**config.mk**
```make
export PLATFORM = sky130hd
export DESIGN_NAME = redraw_scheduler
export DESIGN_NICKNAME = d
export VERILOG_FILES = /design/src/rtl/redraw_scheduler.sv
export SDC_FILE = /design/constraint.sdc
export NUM_CORES = 1
export LEC_CHECK = 0
export ABC_AREA = 1
export CELL_PAD_IN_SITES_DETAIL_PLACEMENT = 1
export CELL_PAD_IN_SITES_GLOBAL_PLACEMENT = 2
export CORE_MARGIN = 5
export CORE_UTILIZATION = 34
export DETAILED_ROUTE_END_ITERATION = 16
export PLACE_DENSITY = 0.85
export SYNTH_ARGS = -nofsm -noshare
export SYNTH_HDL_FRONTEND = slang
export SYNTH_SLANG_ARGS = --single-unit
```
**constraint.sdc**
```tcl
create_clock -name clock -period 9 [get_ports clock]
set_clock_uncertainty 0.05 [all_clocks]
set_input_delay 1.35 -clock clock [delete_from_list [all_inputs] [get_ports clock]]
set_output_delay 1.35 -clock clock [all_outputs]
set_load 0.02 [all_outputs]
```
**src/rtl/redraw_scheduler.sv**
```systemverilog
// redraw_scheduler: owns the single framebuffer write port and interleaves a
// full-screen background redraw (on game-state changes) with sprite
// erase/draw passes (on sprite moves). Every output is registered. Outputs are
// decoded from the next state and next counters, so they line up with the
// state they describe.
module redraw_scheduler #(
  parameter int SCREEN_W = 320,
  parameter int SCREEN_H = 240,
  parameter int SPRITE_W = 16,
  parameter int SPRITE_H = 16
) (
  input  logic       clock,
  input  logic       resetn,
  input  logic [3:0] gameState,
  input  logic       spriteReq,
  input  logic [8:0] spriteX,
  input  logic [7:0] spriteY,
  output logic       plot,
  output logic [8:0] x,
  output logic [7:0] y,
  output logic       srcSel,
  output logic [3:0] offX,
  output logic [3:0] offY,
  output logic       busy,
  output logic       doneRedraw
);

  typedef enum logic [2:0] {
    S_IDLE,
    S_BG,
    S_ERASE,
    S_DRAW,
    S_DONE
  } state_t;

  localparam logic [8:0] BG_LAST_COL  = 9'(SCREEN_W - 1);
  localparam logic [7:0] BG_LAST_ROW  = 8'(SCREEN_H - 1);
  localparam logic [8:0] BOX_LAST_COL = 9'(SPRITE_W - 1);
  localparam logic [7:0] BOX_LAST_ROW = 8'(SPRITE_H - 1);
  localparam logic [9:0] X_LIMIT      = 10'(SCREEN_W);
  localparam logic [9:0] Y_LIMIT      = 10'(SCREEN_H);

  state_t     state_q, state_d;
  // Shared scan counters: full-screen raster in BG, box offset otherwise.
  logic [8:0] col_q, col_d;
  logic [7:0] row_q, row_d;

  logic [3:0] prev_state_q;
  logic       gs_change;
  logic       bg_pend_q, bg_pend_d;
  logic       spr_pend_q, spr_pend_d;
  // Remembers whether the running pass began with a background redraw.
  logic       from_bg_q, from_bg_d;

  logic [8:0] cur_x_q;
  logic [7:0] cur_y_q;
  // Position of the box currently on screen; also the DRAW base once entered.
  logic [8:0] old_x_q, old_x_d;
  logic [7:0] old_y_q, old_y_d;

  logic [9:0] box_x, box_y;

  logic       plot_q, plot_d;
  logic [8:0] x_q, x_d;
  logic [7:0] y_q, y_d;
  logic       src_q, src_d;
  logic [3:0] offx_q, offx_d;
  logic [3:0] offy_q, offy_d;
  logic       busy_q, busy_d;
  logic       done_q, done_d;

  assign gs_change = (gameState != prev_state_q);

  // State register.
  always_ff @(posedge clock) begin
    if (!resetn) state_q <= S_IDLE;
    else         state_q <= state_d;
  end

  // Next state and scan counter advance; a game-state change restarts BG.
  always_comb begin
    state_d = state_q;
    col_d   = col_q;
    row_d   = row_q;
    case (state_q)
      S_IDLE: begin
        col_d = '0;
        row_d = '0;
        if (bg_pend_q)       state_d = S_BG;
        else if (spr_pend_q) state_d = S_ERASE;
      end
      S_BG: begin
        if (gs_change) begin
          col_d = '0;
          row_d = '0;
        end else if (col_q == BG_LAST_COL) begin
          col_d = '0;
          if (row_q == BG_LAST_ROW) begin
            row_d   = '0;
            state_d = S_DRAW;
          end else begin
            row_d = row_q + 8'd1;
          end
        end else begin
          col_d = col_q + 9'd1;
        end
      end
      S_ERASE, S_DRAW: begin
        if (col_q == BOX_LAST_COL) begin
          col_d = '0;
          if (row_q == BOX_LAST_ROW) begin
            row_d   = '0;
            state_d = (state_q == S_ERASE) ? S_DRAW : S_DONE;
          end else begin
            row_d = row_q + 8'd1;
          end
        end else begin
          col_d = col_q + 9'd1;
        end
      end
      S_DONE:  state_d = S_IDLE;
      default: state_d = S_IDLE;
    endcase
  end

  // Event bookkeeping: new events win over the clear that consumes them.
  always_comb begin
    // Any cycle that lands in BG (entry or restart) absorbs the change.
    bg_pend_d = bg_pend_q | gs_change;
    if (state_d == S_BG) bg_pend_d = 1'b0;

    spr_pend_d = spr_pend_q;
    if ((state_q == S_IDLE && state_d == S_ERASE) ||
        (state_q == S_BG && state_d == S_DRAW))
      spr_pend_d = 1'b0;
    if (spriteReq) spr_pend_d = 1'b1;

    from_bg_d = from_bg_q;
    if (state_q == S_IDLE && state_d == S_BG)    from_bg_d = 1'b1;
    if (state_q == S_IDLE && state_d == S_ERASE) from_bg_d = 1'b0;

    // Freeze the draw position at DRAW entry so late requests cannot move it.
    old_x_d = old_x_q;
    old_y_d = old_y_q;
    if (state_d == S_DRAW && state_q != S_DRAW) begin
      old_x_d = cur_x_q;
      old_y_d = cur_y_q;
    end
  end

  // Output decode for the coming cycle; box math at 10 bits so wrap cannot unclip.
  always_comb begin
    box_x  = {1'b0, old_x_d} + {1'b0, col_d};
    box_y  = {2'b0, old_y_d} + {2'b0, row_d};
    plot_d = 1'b0;
    x_d    = '0;
    y_d    = '0;
    src_d  = 1'b0;
    offx_d = '0;
    offy_d = '0;
    busy_d = (state_d != S_IDLE);
    done_d = 1'b0;
    case (state_d)
      S_BG: begin
        plot_d = 1'b1;
        x_d    = col_d;
        y_d    = row_d;
      end
      S_ERASE, S_DRAW: begin
        plot_d = (box_x < X_LIMIT) && (box_y < Y_LIMIT);
        x_d    = box_x[8:0];
        y_d    = box_y[7:0];
        if (state_d == S_DRAW) begin
          src_d  = 1'b1;
          offx_d = col_d[3:0];
          offy_d = row_d[3:0];
        end
      end
      S_DONE:  done_d = from_bg_q;
      default: ;
    endcase
  end

  // Counters, pending flags and sprite positions.
  always_ff @(posedge clock) begin
    if (!resetn) begin
      col_q        <= '0;
      row_q        <= '0;
      prev_state_q <= gameState;
      bg_pend_q    <= 1'b1;
      spr_pend_q   <= 1'b0;
      from_bg_q    <= 1'b0;
      cur_x_q      <= '0;
      cur_y_q      <= '0;
      old_x_q      <= '0;
      old_y_q      <= '0;
    end else begin
      col_q        <= col_d;
      row_q        <= row_d;
      prev_state_q <= gameState;
      bg_pend_q    <= bg_pend_d;
      spr_pend_q   <= spr_pend_d;
      from_bg_q    <= from_bg_d;
      if (spriteReq) begin
        cur_x_q <= spriteX;
        cur_y_q <= spriteY;
      end
      old_x_q      <= old_x_d;
      old_y_q      <= old_y_d;
    end
  end

  // Registered framebuffer-port outputs.
  always_ff @(posedge clock) begin
    if (!resetn) begin
      plot_q <= 1'b0;
      x_q    <= '0;
      y_q    <= '0;
      src_q  <= 1'b0;
      offx_q <= '0;
      offy_q <= '0;
      busy_q <= 1'b0;
      done_q <= 1'b0;
    end else begin
      plot_q <= plot_d;
      x_q    <= x_d;
      y_q    <= y_d;
      src_q  <= src_d;
      offx_q <= offx_d;
      offy_q <= offy_d;
      busy_q <= busy_d;
      done_q <= done_d;
    end
  end

  assign plot       = plot_q;
  assign x          = x_q;
  assign y          = y_q;
  assign srcSel     = src_q;
  assign offX       = offx_q;
  assign offY       = offy_q;
  assign busy       = busy_q;
  assign doneRedraw = done_q;

endmodule

```
# After elaboration in Yosys (flattened, before gate mapping)
# Index checks and enable logic that the tools add are counted.
# word_totals
ff_bits	90
input_bits	24
# classes
n_addsub	4
magnitude_cmp	2
eq_ne	13
mux	28
n_bitwise	2
reduce_logical	15
# op_table
op	n
$mux 8	6
$mux 9	4
$pmux 9 s3	1
$mux 3	8
$pmux 8 s3	1
$pmux 9 s2	1
$pmux 8 s2	1
$eq 3x2->1 const B	4
$add 9x9->10	1
$lt 10x9->1 const B	1
$add 8x8->9	1
$add 9x1->9 const B	1
$eq 9x4->1 const B	1
$eq 9x9->1 const B	1
$lt 9x8->1 const B	1
$pmux 3 s3	1
$add 8x1->8 const B	1
$eq 8x4->1 const B	1
$eq 8x8->1 const B	1
$eq 3x1->1 const B	2
$reduce_or 2->1	3
$logic_and 1x1->1	5
$mux 1	4
$ne 4x4->1	1
11 further kinds	12

# Depth between registers and ports, before layout
# Gate-level depths: netlist (run 1).
# logic_depth
word_depth	12
depth_mapped	25
depth_no_buf	24

# Worst setup path before layout (run 1)
# No wires, ideal clock.
# synth_timing
path_kind	input to register
from	in gameState[1]
to	reg plot_q (netlist: plot)
setup_time_ns	0.070
arrival_ns	3.804
required_time_ns	8.880
slack_ns	5.076
cell_stages	19
path_buffers	1
path_cell_list	inv_1 nand2_1 nand2_1 nand3_1 nor2_2 nand4_2 nand2_4 nand3_4 buf_6 o21ai_2 inv_1 ha_1 fa_1 a21oi_1 xor2_1 nor2_1 nand3_1 nand4_1 a21oi_1
# synth_between
elab_chain_cells	10
word_cells_on_any_way	20
# synth_rtl
item	line	text
from (decl)	14	input logic [3:0] gameState,
$ne 4x4->1	72	assign gs_change = (gameState != prev_state_q);
$mux 3	93	if (gs_change) begin
$pmux 3 s3	85	case (state_q)
$eq 3x2->1	145	if (state_d == S_DRAW && state_q != S_DRAW) begin
$logic_and 1x1->1	145	
$mux 8	145	
net old_y_d[0]	59	logic [7:0] old_y_q, old_y_d;
$add 8x8->9	154	box_y = {2'b0, old_y_d} + {2'b0, row_d};
$lt 9x8->1	170	plot_d = (box_x < X_LIMIT) && (box_y < Y_LIMIT);
$logic_and 1x1->1	170	
$pmux 1 s2	163	case (state_d)
to (signal assigned)	225	plot_q <= plot_d;
to (decl)	63	logic plot_q, plot_d;
# The timed path passes the listed nets, and every way through them passes these cells.
# A chain may end at the register's enable or synchronous reset.

# Worst setup path in the final report (run 1)
# layout_timing
from	in gameState[1]
to	reg plot_q (netlist: plot)
# layout_between
elab_chain_cells	10
word_cells_on_any_way	20
# layout_rtl
item	line	text
$ne 4x4->1	72	
$mux 3	93	
$pmux 3 s3	85	
$eq 3x2->1	145	
$logic_and 1x1->1	145	
$mux 9	145	
net old_x_d[1]	58	logic [8:0] old_x_q, old_x_d;
$add 9x9->10	153	box_x = {1'b0, old_x_d} + {1'b0, col_d};
$lt 10x9->1	170	
$logic_and 1x1->1	170	
$pmux 1 s2	163	
# The timed path passes the listed nets, and every way through them passes these cells.

==> reports/metrics.cfg, run 1 <==
[worst_setup_path]
cp-start-kind=input pin
timing.rr.end=plot$_SDFF_PN0_
r2r-start=state_q[2]$_SDFF_PN0_
cp-startpoint=gameState[1]
cp.buffers_inverters=2
cp_max_fo=34
crit_family=simple AND/OR/NAND/NOR gates
r2r_cells=19
crit_cells=20
r2r_slack_ps=4850
critPathSlowestCell=nor2_2
endpoint_kind=flip-flop
cp_slowest_stage_delay_ps=650
worstPathArrival_ps=5470
endpoint=plot$_SDFF_PN0_
cp_common_cell=nand2_1
worst-setup-path-type=in -> reg
worstPathRequired_ps=9220
path_cells=clkdlybuf4s50_1 -> nand2_1 -> nand2_1 -> nand3_1 -> nor2_2 -> nand4_2 -> nand2_4 -> nand3_4 -> o21ai_1 -> inv_1 -> ha_1 -> nand3_1 -> nand3_1 -> nand2_1 -> nand2_1 -> nand2_1 -> nand2_1 -> a21oi_1 -> nand4_1 -> a21oi_1

[cells_and_area]
nNetsFinal=791
final_core_util_pct=41.9
drive_above_1_share_pct=8.52
n_fill_cell=1768
n_antenna_cell=0
area_growth_pct=20.3

[clocking]
clockBufferDepth=2
htreeDepth=3
cts_made_buffers=9
worstSkewPairLatency_ps=350
post_cts_buffers=0
clk_pin_slew_ps=70
cts_root_buf=clkbuf_16
cts-resized-gates=0
cts_tree=done
ctsHoldBuffers=0
clock_sinks=90

[detailed_routing]
remaining_drc_errors=0
drt_wl_total_um=14200
drtIter0Drc=258
drtAntennaViolNets=0
vias=4535
drt_pass1_iterations=6
vias_per_cell=4.87
wl_per_cell_um=15.2

[synthesis]
synth-async-reset-ratio_pct=0
synth_compound_area_share_pct=12.1
syn_inst=701
synth-xor-area-share_pct=2.17
synth_edf_count=0
ys_seq_area_share_pct=37.1
avgSynthCellArea_um2=6.92
muxShareOfSynthArea_pct=0
synth_fp_nets=746
syn_area_mm2=0.00485
synthSimpleGateAreaFrac_pct=31.5
synth_top_family_by_area=simple AND/OR/NAND/NOR gates
netlist_top_cells_count=155 x nand2_1, 115 x inv_1, 93 x nor2_1, 90 x dfxtp_1, 40 x nand3_1
synthAdderAreaFrac_pct=5.72
synth_most_common_cell=nand2_1
yosysWarnings=0
synth_cell_types=41
ys_seq_elements=90
yosys.area.top_type_share_pct=37.1
synth_flop_cell=dfxtp_1
synth_top_area_cell=dfxtp_1
synth_area_leaders=dfxtp_1 37%, nand2_1 12%, inv_1 8.9%, nor2_1 7.2%, ha_1 4.9%

[die]
num_rows=43
start_util_pct=34.8
die_area_mm2=0.0168
die_y_um=129
ioPinCount=53
die_w_um=129
core_mm2=0.0139

[placed_design]
place.gp.congestion=0.856
dp_hpwl_um=11000
pre_cts_slack_ps=3370
portBuffers=52

[worst_hold_path]
hold_path_class=reg -> reg

[run]
drv_cap=0

[grt]
antenna_found_initial=0
grt-ovfl-total=0
grt_max_degree=36
grt_use_total_pct=18.0
grt_pass1_vias=4843
grt_pass1_wl_um=23800

[timing]
period_share_pct=58.3
final_hold_viol_count=0
setup_ws_ps=3750
setup_violations=0
fin_tns_setup_ps=0
rsz0062_at_grt=false
max_freq_mhz=190
slew_headroom_pct=45.2
worst_pin_slew_ps=821
slew_violations=0
layout_min_cycle_time_ps=5250

[power_and_ir_drop]
vdd_drop_max_v=0.0000864
p_per_area_mw_per_mm2=199
p_leak_nw=2.85

[run_status]
status=complete, no violations

-- placed cells by master (no fill, tap or decap), types with 3 or more instances in the layout --
cell,n
clkdlybuf4s50_1,52
o22ai_1,3
o2111ai_1,3
xnor2_1,3
nor3_1,8
ha_1,19
nand2_2,12
nand3_1,40
nand4_1,17
clkbuf_16,9
xor2_1,9
nand2_1,155
inv_1,115
nor2_4,3
nor2_2,5
nor2_1,93
o21ai_0,38
a21oi_1,20
o21ai_2,16
o211ai_1,5
dfxtp_1,90
-- final cells by class --
class                   count  area, µm²  area share [%]
multi-input cells         472       2500            42.8
flip-flops and latches     90       1800            30.8
repair buffers             54        536            9.17
inverters                 119        447            7.65
clock buffers              12        256            4.39
well taps                 180        225            3.86
clock inverters             4       73.8            1.26
-- per-stage QoR --
stage | cell area, µm² | total power (W) | hold WS, ps | std cells
6_report | 5840 | 0.00116 | 425 | 931
5_1_grt | 5840 | 0.00123 | 456 | 931
4_1_cts | 5840 | 0.00118 | 430 | 931
3_5_place_dp | 5510 | 0.000753 | 406 | 915
3_3_place_gp | 5510 | 0.000744 | 408 | 915
2_1_floorplan | 4850 | 0.000668 | 359 | 701
-- flip-flops by register name, indices dropped and copies added (netlist names) --
name	cells
cur_y_q	8
old_x_q	9
bg_pend_q	1
state_q	3
doneRedraw	1
old_y_q	8
cur_x_q	9
offX	4
col_q	9
busy	1
y	8
x	9
srcSel	1
offY	4
plot	1
row_q	8
spr_pend_q	1
from_bg_q	1
prev_state_q	4
-- worst min path at each step --
stage	to	cells past startpoint	from	slack (ps)
after floorplan	doneRedraw$_SDFF_PN0_	2	from_bg_q$_SDFFE_PP0P_	360
after global placement	from_bg_q$_SDFFE_PP0P_	1	from_bg_q$_SDFFE_PP0P_	410
after detailed placement	from_bg_q$_SDFFE_PP0P_	1	from_bg_q$_SDFFE_PP0P_	410
after CTS	doneRedraw$_SDFF_PN0_	2	from_bg_q$_SDFFE_PP0P_	430
after global routing	from_bg_q$_SDFFE_PP0P_	1	from_bg_q$_SDFFE_PP0P_	460
final	from_bg_q$_SDFFE_PP0P_	1	from_bg_q$_SDFFE_PP0P_	430
-- where the power goes --
part	switching [W]	internal (W)	total (W)	leakage, nW
clock network	0.000163	0.000259	0.000422	0.163
logic	0.000190	0.000104	0.000294	1.95
registers	0.0000157	0.000432	0.000448	0.735
total	0.000369	0.000795	0.00116	2.85
-- cell families after synthesis --
logic type,count (synthesis)
fa+ha+maj,21
compound gates,95
buf+inv,139
xor+xnor,12
simple gates,344
flops,90
-- per-layer routing --
layer / up-vias / share of wire [%] / global-route usage, %
li1: 2299 / - / -
met1: 2162 / 48 / 23.5
met2: 60 / 47 / 30.2
met3: 14 / 2.6 / 2.27
met4: 0 / 2.0 / 7.15
met5: - / 0 / 0
Note: power is estimated with default switching activity, not from simulation.
==> run 2, diff against run 1 <==
--- a/config.mk
+++ b/config.mk
@@ -9,9 +9,9 @@
 export CELL_PAD_IN_SITES_DETAIL_PLACEMENT = 1
 export CELL_PAD_IN_SITES_GLOBAL_PLACEMENT = 2
 export CORE_MARGIN = 5
-export CORE_UTILIZATION = 34
+export CORE_UTILIZATION = 32
 export DETAILED_ROUTE_END_ITERATION = 16
-export PLACE_DENSITY = 0.85
+export PLACE_DENSITY = 0.8
 export SYNTH_ARGS = -nofsm -noshare
 export SYNTH_HDL_FRONTEND = slang
 export SYNTH_SLANG_ARGS = --single-unit
==> constraint.sdc (replaced) <==
create_clock -name clock -period 5 [get_ports clock]
set_clock_uncertainty 0.05 [all_clocks]
set_input_delay 0.75 -clock clock [delete_from_list [all_inputs] [get_ports clock]]
set_output_delay 0.75 -clock clock [all_outputs]
set_load 0.02 [all_outputs]
==> run 2 against run 1 <==
Net effect:
- utilization down 3.1 points
- sequential power up 80%
- sequential cell count unchanged
- die area rose by 5.8%
- critical path depth fell by 2
- design area fell by 0.19%
- combinational power grew 82%
- count of clock-buffer cells in the layout stayed put
- non-clock buffer count up 3
- final cell count grew 1.1%
- worst hold slack worse by 5.5 ps
- largest power group unchanged
==> reports/metrics.cfg, run 2 (synthesis gave the netlist of run 1 again) <==
[timing]
final_hold_viol_count=0
rsz0062_at_grt=false
worst_pin_slew_ps=946
period_share_pct=82.1
max_freq_mhz=244
slew_headroom_pct=36.9
setup_violations=0
fin_tns_setup_ps=0
layout_min_cycle_time_ps=4110
slew_violations=0
holdWs_ps=420

[die]
ioPinCount=53
die_area_mm2=0.0177
die_w_um=133
core_mm2=0.0150
num_rows=45
start_util_pct=32.3
die_y_um=133

[power_and_ir_drop]
p_clk_share_pct=33.6
p_switching_w=0.000651
power.share.switching_pct=32.3
total_power_w=0.00202
p_leak_nw=2.84
p_per_area_mw_per_mm2=346
p_int_w=0.00137
comb_power_share_pct=26.5
vdd_drop_max_v=0.000171
p_seq_share_pct=39.9

[worst_setup_path]
worstPathRequired_ps=5210
cp-start-kind=flip-flop
worstPathArrival_ps=4320
critPathSlowestCell=fa_1
cp_slowest_stage_delay_ps=440
path_cells=ha_1 -> nand3_2 -> inv_2 -> nand4_2 -> inv_1 -> nand4_2 -> nand2_4 -> nand3_4 -> o21ai_2 -> inv_1 -> ha_1 -> fa_1 -> a21oi_1 -> xor2_1 -> nor2_1 -> nand3_1 -> nand4_1 -> a21oi_1
cp_max_fo=21
worst-setup-path-type=reg -> reg
endpoint_kind=flip-flop

[cells_and_area]
area_growth_pct=20.1
drive_above_1_share_pct=8.63
n_fill_cell=1874
layout_common_cells=155 x nand2_1, 115 x inv_1, 93 x nor2_1, 90 x dfxtp_1, 52 x clkdlybuf4s50_1
nNetsFinal=794
mostFrequentLayoutCell=nand2_1
n_antenna_cell=0

[grt]
grt_use_total_pct=16.7
grt_pass1_vias=4843
grt-ovfl-total=0
antenna_found_initial=0
grt_pass1_wl_um=24000
grt_max_degree=36

[clocking]
cts_made_buffers=9
cts_tree=done
htreeDepth=3
ctsHoldBuffers=0
clk_pin_slew_ps=70
cts_root_buf=clkbuf_16
clock_sinks=90
clockBufferDepth=2
worstSkewPairLatency_ps=340
post_cts_buffers=0
cts-resized-gates=0

[worst_hold_path]
hold_path_class=reg -> reg

[detailed_routing]
drtIter0Drc=198
vias=4523
remaining_drc_errors=0
drtAntennaViolNets=0
vias_per_cell=4.81
drt_wl_total_um=14300
wl_per_cell_um=15.2
drt_pass1_iterations=5

[placed_design]
portBuffers=52
dp_hpwl_um=11200
place.gp.congestion=0.828

[run_status]
status=complete, no violations

[run]
drv_cap=0

[run 2: worst max-delay path: cells and delay by family (launching register included)]
kind / cells / cell delay [ps]
DFF: 1 / 420
adders and majority gates: 3 / 900
and+or+nand+nor: 8 / 1330
xor gates and xnor gates: 1 / 250
AOI/OAI and AO/OA: 3 / 630
buffers and inverters: 3 / 420
[run 2: worst paths after layout]
check                              start               endpoint  slack (ps)  cells past startpoint
hold / removal    from_bg_q$_SDFFE_PP0P_  doneRedraw$_SDFF_PN0_         420                      2
setup reg to reg     row_q[0]$_SDFF_PN0_        plot$_SDFF_PN0_         890                     18
setup / recovery     row_q[0]$_SDFF_PN0_        plot$_SDFF_PN0_         890                     18
hold reg to reg   from_bg_q$_SDFFE_PP0P_  doneRedraw$_SDFF_PN0_         420                      2
[run 2: metal layers]
layer  up-vias  track usage, %  routed length [µm]
met5         -               0                   0
met4         0            3.94                 126
met3        11            3.02                 422
met2        63            28.4                6880
met1      2143            22.1                6840
li1       2306               -                   -
[run 2: power groups by stage]
stage | registers (W) | clock network, W | logic [W]
finish | 0.000805 | 0.000677 | 0.000534
global route | 0.000812 | 0.000724 | 0.000607
floorplan | 0.000830 | 0 | 0.000372
global placement | 0.000819 | 0 | 0.000521
detailed placement | 0.000822 | 0 | 0.000535
CTS | 0.000807 | 0.000693 | 0.000541
[run 2: final cells by class]
type	count	area (µm²)	area share [%]
clock buffers	12	246	4.23
flip-flops and latches	90	1800	30.9
repair buffers	57	558	9.57
well taps	188	235	4.04
inverters	119	447	7.66
multi-input cells	472	2500	42.9
clock inverters	3	40.0	0.687
[run 2: metrics by stage]
step | util [%] | worst slack (ps) | cell area [µm²] | instances
floorplan | - | 1680 | 4850 | 701
global placement | 36.9 | 713 | 5540 | 926
detailed placement | 36.9 | 630 | 5540 | 926
CTS | 38.8 | 900 | 5830 | 941
global route | 38.8 | 495 | 5830 | 941
finish | 38.8 | 894 | 5830 | 941
==> RTL edit (config.mk and constraints of run 2) <==
`x_q` and `y_q` no longer have a reset.
--- a/src/rtl/redraw_scheduler.sv
+++ b/src/rtl/redraw_scheduler.sv
@@ -214,8 +214,6 @@
   always_ff @(posedge clock) begin
     if (!resetn) begin
       plot_q <= 1'b0;
-      x_q    <= '0;
-      y_q    <= '0;
       src_q  <= 1'b0;
       offx_q <= '0;
       offy_q <= '0;
@@ -223,14 +221,17 @@
       done_q <= 1'b0;
     end else begin
       plot_q <= plot_d;
-      x_q    <= x_d;
-      y_q    <= y_d;
       src_q  <= src_d;
       offx_q <= offx_d;
       offy_q <= offy_d;
       busy_q <= busy_d;
       done_q <= done_d;
     end
+  end
+
+  always_ff @(posedge clock) begin
+    x_q <= x_d;
+    y_q <= y_d;
   end
 
   assign plot       = plot_q;
Function: differs if resetn is asserted again (counterexample within 4 cycles, from zero or initial values and one cycle with resetn low); with resetn held inactive, the same outputs for 10 cycles.
==> RTL edit against run 2 <==
Worst setup slack better by 0.23 ns; final area is 0.21% lower; sequential cell count unchanged; routed wire length increased by 3.1%; utilization shrank 0.37 points; area after synthesis up 1.2%; die area up 1.1%; total power hardly changed; critical path type unchanged; largest cell class unchanged; highest routed layer unchanged.
==> RTL edit: results (changes against run 2) <==
.. list-table::
   :header-rows: 1

   * - Metric
     - Value
   * - Maximum number of pins on one net before global-route repair
     - 37 (+2.8%)
   * - Area occupied by multi-input gates
     - 2450 µm² (-2.2%)
   * - Via count of the first global-routing pass
     - 4718 (-2.6%)
   * - Max Fanout on Critical Path
     - 22 (+4.8%)
   * - Result of the run
     - completed
   * - Number of ordinary inverters in the final layout
     - 132 (+11%)
   * - Clock tree buffer count of the final layout
     - 11 (-1)
   * - Clock buffers and inverters, area share
     - 0.0467 (-0.00248)
   * - Fillers
     - 1915 (+2.2%)
   * - Root buffer selected by CTS
     - sky130_fd_sc_hd__clkbuf_16
   * - Max rail drop VDD
     - 155 µV (-9.1%)
   * - Tot GR Track Use
     - 0.166 (-0.000674)
   * - Detail-routed via count per cell
     - 4.86 (+1.1%)
   * - Launch point of the critical path
     - row_q[0]$_SDFF_PN0_
   * - Highest Clock Rate
     - 258 MHz (+6.1%)
   * - Classification of the worst-slack hold path
     - register to register
   * - Max-Slew Margin vs Limit
     - 0.426 (+0.0576)
   * - CP arrival
     - 4.03 ns (-0.29 ns)
   * - Worst slack, placed
     - 0.779 ns (+0.148 ns)
   * - Routability cong.
     - 0.832 (+0.54%)
   * - Ranking of synthesized cells by area
     - sky130_fd_sc_hd__dfxtp_1 (37%), sky130_fd_sc_hd__nand2_1 (12%), sky130_fd_sc_hd__inv_1 (10%), sky130_fd_sc_hd__ha_1 (4.8%), sky130_fd_sc_hd__nor2_1 (4.7%)
   * - Share of synthesized cell area in full adder, half adder and majority cells
     - 0.0566 (-0.000671)
   * - Slack of the worst reg-to-reg path
     - 1.13 ns (+0.23 ns)
   * - Synth Area in XOR/XNOR
     - 0.0250 (+0.00331)
   * - Fraction of the yosys area taken by sequential cells
     - 0.367 (-0.00435)
   * - Layout cells sized above 1
     - 0.0544 (-0.0319)
   * - Leakage component of the power
     - 2.85 nW (+0.26%)
   * - Number of distinct library cells after synthesis
     - 42 (+2.4%)
   * - Global-route wire length before repair
     - 23800 µm (-0.60%)
   * - Violation count after the first detailed-routing iteration
     - 202 (+2.0%)
   * - Non-clk buf share
     - 0.0972 (+0.00150)
   * - R2R depth
     - 24 (+6)
   * - Nets in the synthesized netlist
     - 749 (+0.40%)
   * - Yosys warnings
     - 0 (unchanged)
   * - HPWL after DPL
     - 11500 µm (+3.0%)
   * - Pre-antenna DRT Iters
     - 4 (-1)
   * - Top post-synthesis cells by count
     - sky130_fd_sc_hd__nand2_1 (162), sky130_fd_sc_hd__inv_1 (131), sky130_fd_sc_hd__dfxtp_1 (90)
   * - Average detailed-routed wire length per instance
     - 15.6 µm (+3.0%)
   * - Post-synthesis compound-gate area fraction
     - 0.110 (-0.0108)
RTL edit: how the worst min path moves through the flow:
stage,endpoint,slack [ns]
6_report,cur_x_q[8]$_SDFFE_PN0P_,0.41
5_1_grt,cur_x_q[3]$_SDFFE_PN0P_,0.43
4_1_cts,cur_x_q[1]$_SDFFE_PN0P_,0.41
3_5_place_dp,cur_x_q[1]$_SDFFE_PN0P_,0.41
3_3_place_gp,cur_y_q[5]$_SDFFE_PN0P_,0.40
2_1_floorplan,cur_y_q[0]$_SDFFE_PN0P_,0.38
RTL edit: critical path, stage by stage (launching register included):
cell and delay [ns]:
sky130_fd_sc_hd__dfxtp_1 0.46, sky130_fd_sc_hd__ha_1 0.26, sky130_fd_sc_hd__nand3_2 0.14, sky130_fd_sc_hd__nor2_2 0.35, sky130_fd_sc_hd__nand3_1 0.22, sky130_fd_sc_hd__nand2_1 0.12
sky130_fd_sc_hd__nand2_2 0.08, sky130_fd_sc_hd__nand2_4 0.22, sky130_fd_sc_hd__nand3_4 0.24, sky130_fd_sc_hd__nand2_1 0.11, sky130_fd_sc_hd__nand2_1 0.07, sky130_fd_sc_hd__inv_1 0.06
sky130_fd_sc_hd__ha_1 0.15, sky130_fd_sc_hd__inv_1 0.05, sky130_fd_sc_hd__fa_1 0.38, sky130_fd_sc_hd__inv_1 0.11, sky130_fd_sc_hd__nand2_1 0.06, sky130_fd_sc_hd__nand3_1 0.11
sky130_fd_sc_hd__nand2_1 0.09, sky130_fd_sc_hd__nand2_1 0.07, sky130_fd_sc_hd__nand2_1 0.05, sky130_fd_sc_hd__nand2_1 0.07, sky130_fd_sc_hd__nand2_1 0.06, sky130_fd_sc_hd__nand4_1 0.08
sky130_fd_sc_hd__a21oi_1 0.06
RTL edit: power breakdown:
part	internal [mW]	leakage, nW	total [mW]	switching (mW)
registers	0.785	0.736	0.810	0.0248
clock network	0.341	0.131	0.647	0.306
logic	0.191	1.98	0.562	0.371
RTL edit: cell families (layout without fill, tap and decap cells):
kind of cell               Yosys count  after routing
AOI/OAI and AO/OA                   96             96
xor gates and xnor gates            14             14
adders and majority gates           21             21
buffers and inverters              156            206
DFF                                 90             90
and+or+nand+nor                    327            327
RTL edit: per-stage QoR:
step,cells,cell area (µm²),power (mW),hold slack [ns]
6_report,942,5820,2.02,0.409
5_1_grt,942,5820,2.14,0.434
4_1_cts,942,5820,2.05,0.415
3_5_place_dp,926,5550,1.40,0.406
3_3_place_gp,926,5550,1.37,0.400
2_1_floorplan,704,4910,1.23,0.380
RTL edit: layer usage:
layer  up-vias  wire, µm  track usage
li1       2326         -            -
met4         0       360       0.0686
met5         -         0            0
met1      2153      7060        0.216
met2        74      6850        0.275
met3        26       452       0.0285
